`src/rtl/store_unit_pkg.sv`:
```
// Shared definitions for the data-memory write path: store FSM encodings and width constants.
package store_unit_pkg;

    localparam int BITS_DEFAULT      = 8;
    localparam int ADDR_BITS_DEFAULT = 8;
    localparam int BITS_IDX          = BITS_DEFAULT - 1;
    localparam int ADDR_IDX          = ADDR_BITS_DEFAULT - 1;

    typedef enum logic [2:0] {
        ST_IDLE   = 3'd0,
        ST_SETUP  = 3'd1,
        ST_STROBE = 3'd2,
        ST_HOLD   = 3'd3,
        ST_VERIFY = 3'd4
    } store_state_t;

endpackage

```
`src/rtl/store_queue.sv`:
```
// Parameterised FIFO holding pending stores; exposes the head and the entry behind it.
module store_queue #(
    parameter int WIDTH = 16,
    parameter int DEPTH = 2
) (
    input  logic                     clk,
    input  logic                     reset,
    input  logic                     push,
    input  logic                     pop,
    input  logic [WIDTH-1:0]         push_data,
    output logic [WIDTH-1:0]         head,
    output logic [WIDTH-1:0]         head_next,
    output logic                     full,
    output logic                     empty,
    output logic [$clog2(DEPTH):0]   count
);
    localparam int PTR_W = (DEPTH > 1) ? $clog2(DEPTH) : 1;
    localparam int CNT_W = $clog2(DEPTH) + 1;

    logic [WIDTH-1:0] mem [DEPTH];
    logic [PTR_W-1:0] wr_ptr;
    logic [PTR_W-1:0] rd_ptr;

    // Explicit wrap so non-power-of-two depths stay correct too.
    function automatic logic [PTR_W-1:0] inc(input logic [PTR_W-1:0] p);
        if (p == PTR_W'(DEPTH - 1))
            return '0;
        return p + PTR_W'(1);
    endfunction

    assign head      = mem[rd_ptr];
    assign head_next = mem[inc(rd_ptr)];
    assign full      = (count == CNT_W'(DEPTH));
    assign empty     = (count == '0);

    always_ff @(posedge clk) begin
        if (reset) begin
            wr_ptr <= '0;
            rd_ptr <= '0;
            count  <= '0;
        end else begin
            if (push)
                wr_ptr <= inc(wr_ptr);
            if (pop)
                rd_ptr <= inc(rd_ptr);
            case ({push, pop})
                2'b10:   count <= count + CNT_W'(1);
                2'b01:   count <= count - CNT_W'(1);
                default: count <= count;
            endcase
        end
    end

    always_ff @(posedge clk) begin
        if (push)
            mem[wr_ptr] <= push_data;
    end

endmodule

```
`src/rtl/store_unit.sv`:
```
// RAM write sequencer: queues stores and drives setup/strobe/hold on the shared bus.
// Optional readback check after each write is enabled by defining STORE_VERIFY_EN.
module store_unit
    import store_unit_pkg::*;
#(
    parameter int BITS          = 8,
    parameter int ADDR_BITS     = 8,
    parameter int QUEUE_DEPTH   = 2,
    parameter int STROBE_CYCLES = 1
) (
    input  logic                 clk,
    input  logic                 reset,
    input  logic                 req_valid,
    input  logic [ADDR_BITS-1:0] req_addr,
    input  logic [BITS-1:0]      req_data,
    output logic                 req_ready,
    output logic                 bus_req,
    input  logic                 bus_grant,
    output logic [ADDR_BITS-1:0] address,
    output logic [BITS-1:0]      data_out,
    input  logic [BITS-1:0]      data_in,
    output logic                 mem_we,
    output logic                 idle,
    output logic                 verify_err
);
    localparam int ENTRY_W = ADDR_BITS + BITS;
    localparam int CNT_W   = $clog2(QUEUE_DEPTH) + 1;
    localparam int SC_W    = (STROBE_CYCLES > 1) ? $clog2(STROBE_CYCLES) : 1;

    store_state_t         state, state_nxt;
    logic [SC_W-1:0]      strobe_cnt, strobe_cnt_nxt;
    logic [ADDR_BITS-1:0] address_nxt;
    logic [BITS-1:0]      data_nxt;
    logic                 we_nxt;
    logic                 pop;
    logic                 store_done;
    logic                 full, empty;
    logic [CNT_W-1:0]     count;
    logic [ENTRY_W-1:0]   head, head_next;

    assign req_ready = !full && !reset;
    assign bus_req   = !empty || (state != ST_IDLE);
    assign idle      = empty && (state == ST_IDLE);

    store_queue #(
        .WIDTH (ENTRY_W),
        .DEPTH (QUEUE_DEPTH)
    ) u_queue (
        .clk       (clk),
        .reset     (reset),
        .push      (req_valid && req_ready),
        .pop       (pop),
        .push_data ({req_addr, req_data}),
        .head      (head),
        .head_next (head_next),
        .full      (full),
        .empty     (empty),
        .count     (count)
    );

`ifdef STORE_VERIFY_EN
    logic err_nxt;
`else
    logic verify_unused;
    assign verify_unused = ^data_in;
    assign verify_err    = 1'b0;
`endif

    always_comb begin
        state_nxt      = state;
        strobe_cnt_nxt = strobe_cnt;
        address_nxt    = address;
        data_nxt       = data_out;
        we_nxt         = 1'b0;
        pop            = 1'b0;
        store_done     = 1'b0;
`ifdef STORE_VERIFY_EN
        err_nxt        = verify_err;
`endif
        case (state)
            ST_IDLE: begin
                if (!empty && bus_grant) begin
                    state_nxt                 = ST_SETUP;
                    {address_nxt, data_nxt}   = head;
                end
            end
            ST_SETUP: begin
                state_nxt      = ST_STROBE;
                strobe_cnt_nxt = SC_W'(STROBE_CYCLES - 1);
                we_nxt         = 1'b1;
            end
            ST_STROBE: begin
                if (strobe_cnt == '0) begin
                    state_nxt = ST_HOLD;
                end else begin
                    strobe_cnt_nxt = strobe_cnt - SC_W'(1);
                    we_nxt         = 1'b1;
                end
            end
            ST_HOLD: begin
`ifdef STORE_VERIFY_EN
                state_nxt = ST_VERIFY;
`else
                store_done = 1'b1;
`endif
            end
`ifdef STORE_VERIFY_EN
            ST_VERIFY: begin
                if (data_in != data_out)
                    err_nxt = 1'b1;
                store_done = 1'b1;
            end
`endif
            default: state_nxt = ST_IDLE;
        endcase

        // Head is popped this edge, so a chained write starts from the entry behind it.
        if (store_done) begin
            pop = 1'b1;
            if ((count > CNT_W'(1)) && bus_grant) begin
                state_nxt               = ST_SETUP;
                {address_nxt, data_nxt} = head_next;
            end else begin
                state_nxt = ST_IDLE;
            end
        end
    end

    always_ff @(posedge clk) begin
        if (reset) begin
            state      <= ST_IDLE;
            strobe_cnt <= '0;
            address    <= '0;
            data_out   <= '0;
            mem_we     <= 1'b0;
`ifdef STORE_VERIFY_EN
            verify_err <= 1'b0;
`endif
        end else begin
            state      <= state_nxt;
            strobe_cnt <= strobe_cnt_nxt;
            address    <= address_nxt;
            data_out   <= data_nxt;
            mem_we     <= we_nxt;
`ifdef STORE_VERIFY_EN
            verify_err <= err_nxt;
`endif
        end
    end

endmodule

```
`config.mk`:
```
export PLATFORM = sky130hd
export DESIGN_NAME = store_unit
export DESIGN_NICKNAME = d
export VERILOG_FILES = /design/src/rtl/store_unit_pkg.sv /design/src/rtl/store_queue.sv /design/src/rtl/store_unit.sv
export SDC_FILE = /design/constraint.sdc
export NUM_CORES = 1
export LEC_CHECK = 0
export CORE_ASPECT_RATIO = 1.2
export CORE_UTILIZATION = 34
export CTS_CLUSTER_SIZE = 40
export DETAILED_ROUTE_END_ITERATION = 16
export GPL_ROUTABILITY_DRIVEN = 0
export HOLD_SLACK_MARGIN = 0.1
export PLACE_DENSITY_LB_ADDON = 0.08
export SYNTH_ARGS = -nofsm -noshare
export SYNTH_HDL_FRONTEND = slang
export SYNTH_SLANG_ARGS = --single-unit
```
`constraint.sdc`:
```
create_clock -name clk -period 5.2 [get_ports clk]
set_clock_uncertainty 0.15 [all_clocks]
set_input_delay 0.52 -clock clk [delete_from_list [all_inputs] [get_ports clk]]
set_output_delay 0.52 -clock clk [all_outputs]
set_load 0.01 [all_outputs]
```
==> qor.csv, run 1 <==
stage,metric,value,unit
critical_path,cp-start-kind,input port,
synthesis,yosysWarnings,0,
drt,drt_wl_total,5160,microns
drt,met2WireLength,2930,microns
critical_path,timing.rr.start,state[0],
pwr,powerDensity,338,mW/mm^2
clock_tree,cts.reportedPaths.clkPinSlew,0.09,ns
cells_and_area,syn_to_final_growth,20.5,%
critical_path,critPathMaxFanout,25,
drt,drc_errors,0,
critical_path,cp.arrival,2.50,ns
timing,setup_viol,0,
critical_path,cp_top_family,buffers and inverters,
critical_path,worstSetupPathType,input port to primary output,
critical_path,path_cells,clkdlybuf4s50_1 -> nor2_1 -> clkdlybuf4s50_1,
synthesis,async_flop_share,0,%
critical_path,path_buf_inv,2,
pwr,p_int,0.739,mW
place,dp_hpwl,3320,microns
clock_tree,clock_latency,0.30,ns
cells_and_area,drive_gt1_share,11.9,%
critical_path,crit_path_frequent_cell,clkdlybuf4s50_1,
synthesis,syn_area,0.00250,sq mm
clock_tree,postCtsSetupBuffers,0,
synthesis,synthTopCellsByCount,"a211oi_1, edfxtp_1, dfxtp_1",
timing,finalMaxSlewViolations,0,
synthesis,synth_ff_type,edfxtp_1,
drt,first_pass_iters,4,
place,io_buffers,39,
synthesis,syn_avg_cell_area,13.1,sq um
hold_path,hp-class,flip-flop to flip-flop,
timing,finalCriticalPeriod,3.17,ns
drt,wirelength_met1,2020,microns
pwr,pwr-share-clk,22.6,%
synthesis,yosysTopAreaCell,edfxtp_1,
synthesis,synth.distinct_cells,27,
synthesis,synth_nets,227,
clock_tree,clockBufferDepth,2,
cells_and_area,nNetsFinal,261,
critical_path,crit_path_end_kind,primary output,
die,start_util,35.8,%
grt,antenna_found_initial,0,
die,row_count,33,
cells_and_area,diodes,0,
synthesis,syn_inst,191,
timing,final.period_utilization,61.0,%
pwr,netSwitchingFraction,27.5,%
cells_and_area,final_cells,313,
die,io_pins,49,
synthesis,ys_seq_area_share,57.6,%
clock_tree,ctsHoldBuffers,0,
run_status,status,completed,
grt,first_global_vias,1773,
clock_tree,cts_tree,done,
clock_tree,cts_made_buffers,5,
drt,avgViaCountPerCell,5.18,
critical_path,critPathRequiredTime,4.53,ns
synthesis,synth-seq-cells,56,
synthesis,synth_most_common_cell,a211oi_1,
synthesis,synth_top_area_share,38.4,%
place,placed_area,0.00293,sq mm
die,die_h,96.0,microns
drt,wl_met3,151,microns
timing,rsz0062_at_grt,false,
synthesis,yosys-top-cells-area,"edfxtp_1, dfxtp_1, a211oi_1",
synthesis,synth_edf_count,32,
pwr,irDropWorstVdd,132,uV
die,die_area,0.00770,sq mm
grt,grt_start_max_net_pins,34,
critical_path,cpPeakStageDelay,0.97,ns
timing,relSlewSlack,19.5,%
critical_path,crit_slowest_cell,clkdlybuf4s50_1,
clock_tree,cts_resized,0,
timing,fmax,0.315,GHz
timing,hold_viol_final,0,
timing,worst_pin_slew,1.21,ns
critical_path,crit_start,reset,
job,cap_violations,0,
drt,routed.top_layer,met4,
drt,vias,1621,
timing,finalSetupTns,0,ns
cells_and_area,final_cell_area,0.00301,sq mm
pwr,p_leak,0.993,nW
pwr,p_switching,0.281,mW
place,placed_cells,305,
hold_path,hold_path_startpoint,state[0],
pwr,finalPower,1.02,mW
drt,drtIter0Drc,53,
drt,ant_nets,0,
grt,grt_overflow,0,
pwr,combPwrFrac,24.3,%
cells_and_area,n_fill_cell,661,
clock_tree,cts-root-buf,clkbuf_8,
clock_tree,cts.sink_count,56,
grt,grt.total_usage,14.6,%
drt,wl_per_cell,16.5,microns
pwr,p_seq_share,53.1,%
die,core_area,0.00698,sq mm
clock_tree,htree_levels,2,
grt,grt_pass1_wl,8300,microns
die,die_w,80.3,microns
[layer usage]
layer / GRT usage [%] / vias to the layer above
li1: - / 773
met1: 14.5 / 812
met2: 28.8 / 30
met3: 3.41 / 6
met4: 5.65 / 0
met5: 0 / -
[power by group through the flow]
stage | Combinational (mW) | Sequential [mW] | Clock [mW]
global placement | 0.239 | 0.548 | 0
finish | 0.247 | 0.542 | 0.231
CTS | 0.252 | 0.542 | 0.243
detailed placement | 0.250 | 0.552 | 0
global route | 0.271 | 0.547 | 0.257
floorplan | 0.157 | 0.545 | 0
[final timing paths]
check | cells after the start | end | slack [ns]
max | 3 | req_ready | 2.03
min | 2 | state[0] | 0.38
max reg2reg | 5 | address[1] | 2.76
min reg2reg | 2 | state[0] | 0.38
[placed cells by master (no fill, tap or decap), types with 5 or more instances in the layout]
cell,Yosys,final
a211oi_1,33,33
clkbuf_8,0,5
clkdlybuf4s50_1,0,39
dfxtp_1,24,24
edfxtp_1,32,32
ha_1,8,8
inv_1,5,5
mux2_2,16,16
mux2i_1,16,16
nor2_1,7,7
nor2b_1,17,17
[cell type report]
type                       count  area, sq um  share of cell area, %
timing repair buffer          41          405                   13.4
sequential                    56         1440                   47.8
multi-input combinational    116          953                   31.6
clock buffer                   5         68.8                   2.28
tap                           87          109                   3.61
clock inverter                 3         17.5                  0.581
inverter                       5         18.8                  0.623
[state kept, by name, indices dropped and copies added, names as in the netlist, named ones only]
name / cells
u_queue.wr_ptr: 1
u_queue.rd_ptr: 1
address: 8
data_out: 8
state: 2
u_queue.count: 2
mem_we: 1
u_queue.mem: 32
[per-stage QoR]
stage	util (%)	setup slack (ns)	hold slack, ns
final	43.2	2.03	0.379
after global routing	43.2	1.96	0.394
after CTS	43.2	2.04	0.383
after detailed placement	42.0	1.93	0.372
after global placement	42.0	1.94	0.337
after floorplan	-	2.95	0.326
[worst reg2reg max path, stage by stage, from the launching register on]
cell and delay, ns:
dfxtp_1 0.35, inv_1 0.10, ha_1 0.28, and3b_1 0.96
mux2i_1 0.21, a211oi_1 0.29
[kinds of logic (layout without fill, tap and decap cells)]
kind of cell	Yosys count	in the layout	share of synthesized area, %
AO/OA/AOI/OAI	38	38	11.4
XOR/XNOR	4	4	1.40
adder cells (fa/ha/maj)	8	8	4.00
buffers and inverters	19	54	4.25
flip-flops	56	56	57.6
multiplexers	32	32	13.6
other	1	1	0.150
AND/OR/NAND/NOR	33	33	7.55
Note: power is estimated with default switching activity, not from simulation.
==> inputs of run 2 (changes only) <==
==> constraint.sdc (replaced) <==
create_clock -name clk -period 2.7 [get_ports clk]
set_clock_uncertainty 0.15 [all_clocks]
set_input_delay 0.27 -clock clk [delete_from_list [all_inputs] [get_ports clk]]
set_output_delay 0.27 -clock clk [all_outputs]
set_load 0.01 [all_outputs]
==> run 2 against run 1 <==
Die area is the same. Worst setup slack got worse by 1.5 ns. First-iteration DRC count is 34% higher. Sequential share of layout area fell by 1.1 points. Hold slack improved by 0.0036 ns. Sequential power increased by 90%. Non-clock buffer count rose by 7. Register-to-register slack got worse by 2.1 ns. Critical path depth increased by 2. Highest routed layer unchanged.
==> qor.csv, run 2 (synthesis results as in run 1) <==
stage,metric,value,unit
run_status,status,completed,
timing,holdWs,0.383,ns
place,dp_hpwl,3330,microns
cells_and_area,diodes,0,
cells_and_area,n_fill_cell,658,
die,die_h,96.0,microns
drt,wirelength_met1,2130,microns
place,io_buffers,39,
critical_path,critPathRequiredTime,2.28,ns
drt,wl_met3,170,microns
cells_and_area,nNetsFinal,268,
timing,final.period_utilization,80.3,%
clock_tree,cts.reportedPaths.clkPinSlew,0.09,ns
die,die_w,80.3,microns
critical_path,crit_slowest_cell,clkdlybuf4s50_1,
critical_path,worstSetupPathType,flip-flop to primary output,
drt,drc_errors,0,
critical_path,cpPeakStageDelay,0.53,ns
cells_and_area,syn_to_final_growth,23.4,%
timing,setup_viol,0,
die,row_count,33,
cells_and_area,largest_reg_flops,32,
grt,antenna_found_initial,0,
pwr,p_leak,1.03,nW
die,core_area,0.00698,sq mm
hold_path,hp-class,flip-flop to flip-flop,
cells_and_area,most-common-layout-cells,"clkdlybuf4s50_1, a211oi_1, edfxtp_1, dfxtp_1, nor2b_1",
timing,finalCriticalPeriod,2.17,ns
grt,grt_start_max_net_pins,25,
drt,met2WireLength,2630,microns
clock_tree,cts-root-buf,clkbuf_8,
critical_path,path_cells,inv_1 -> ha_1 -> nand2_1 -> inv_1 -> clkdlybuf4s50_1,
critical_path,crit_path_frequent_cell,inv_1,
critical_path,reg2reg_setup_slack,0.70,ns
die,die_area,0.00770,sq mm
grt,first_global_vias,1665,
timing,worst_pin_slew,0.568,ns
timing,relSlewSlack,62.1,%
critical_path,cp_top_family,buffers and inverters,
cells_and_area,drive_gt1_share,14.6,%
die,io_pins,49,
clock_tree,cts.sink_count,56,
cells_and_area,layout_commonest_cell,clkdlybuf4s50_1,
drt,avgViaCountPerCell,5.18,
clock_tree,ctsHoldBuffers,0,
drt,wl_per_cell,15.7,microns
critical_path,cp-start-kind,flip-flop,
drt,first_pass_iters,4,
critical_path,path_buf_inv,3,
die,start_util,35.8,%
job,cap_violations,0,
critical_path,crit_path_end_kind,primary output,
clock_tree,clock_latency,0.30,ns
timing,hold_viol_final,0,
timing,finalSetupTns,0,ns
drt,drtIter0Drc,71,
drt,routed.top_layer,met4,
timing,finalMaxSlewViolations,0,
grt,grt_overflow,0,
clock_tree,cts_resized,0,
clock_tree,postCtsSetupBuffers,0,
timing,rsz0062_at_grt,false,
pwr,powerDensity,650,mW/mm^2
clock_tree,htree_levels,2,
drt,vias,1656,
grt,grt_pass1_wl,8030,microns
timing,fmax,0.461,GHz
cells_and_area,regMostFlops,u_queue.mem,
drt,ant_nets,0,
critical_path,critPathMaxFanout,7,
critical_path,cp.arrival,1.75,ns
clock_tree,cts_made_buffers,5,
drt,drt_wl_total,5030,microns
clock_tree,clockBufferDepth,2,
pwr,irDropWorstVdd,324,uV
cells_and_area,top_regs,"u_queue.mem (32), address (8), data_out (8)",
grt,grt.total_usage,14.1,%
clock_tree,cts_tree,done,
[run 2: cell types whose count changed in the layout (fill, tap and decap cells not counted), sizes merged]
cell | before | now
clkinvlp | 0 | 1
inv | 6 | 5
clkbuf | 5 | 7
clkinv | 2 | 0
buf | 2 | 9
[run 2: stage by stage]
step	cells	util (%)	total power, mW	instance area [sq um]	setup slack, ns
floorplan	191	-	1.35	2500	0.498
global placement	312	42.9	1.53	2990	0.695
detailed placement	312	42.9	1.56	2990	0.681
CTS	320	44.2	2.03	3090	0.513
global route	320	44.2	2.10	3090	0.429
finish	320	44.2	2.01	3090	0.531
[run 2: worst paths after layout]
check / startpoint / endpoint / cells after the start
hold reg to reg: state[0] / state[0] / 2
hold / removal: state[0] / state[0] / 2
setup reg to reg: state[1] / data_out[4] / 6
setup / recovery: state[1] / idle / 5
[run 2: power by group]
group / switching [mW] / total [mW] / leakage (nW) / internal, mW
sequential: 0.0499 / 1.03 / 0.488 / 0.981
clock: 0.257 / 0.466 / 0.0445 / 0.209
combinational: 0.232 / 0.508 / 0.498 / 0.276
[run 2: per-layer routing]
layer,up-vias,track usage [%]
li1,787,-
met1,819,15.5
met2,40,25.9
met3,10,3.13
met4,0,5.95
met5,-,0
[run 2: area by class of cell]
| class | count | area (sq um) | share of cell area [%] |
|---|---|---|---|
| clock buffers | 7 | 86.3 | 2.80 |
| multi-input cells | 116 | 953 | 30.9 |
| clock inverters | 1 | 7.51 | 0.243 |
| inverters | 5 | 18.8 | 0.608 |
| flip-flops and latches | 56 | 1440 | 46.7 |
| repair buffers | 48 | 470 | 15.2 |
| well taps | 87 | 109 | 3.53 |
[run 2: worst min-delay path, delay by kind of cell, from the launching register on]
| kind | cells | cell delay (ns) |
|---|---|---|
| flip-flops | 1 | 0.35 |
| AND/OR/NAND/NOR | 1 | 0.08 |
| AO/OA/AOI/OAI | 1 | 0.06 |
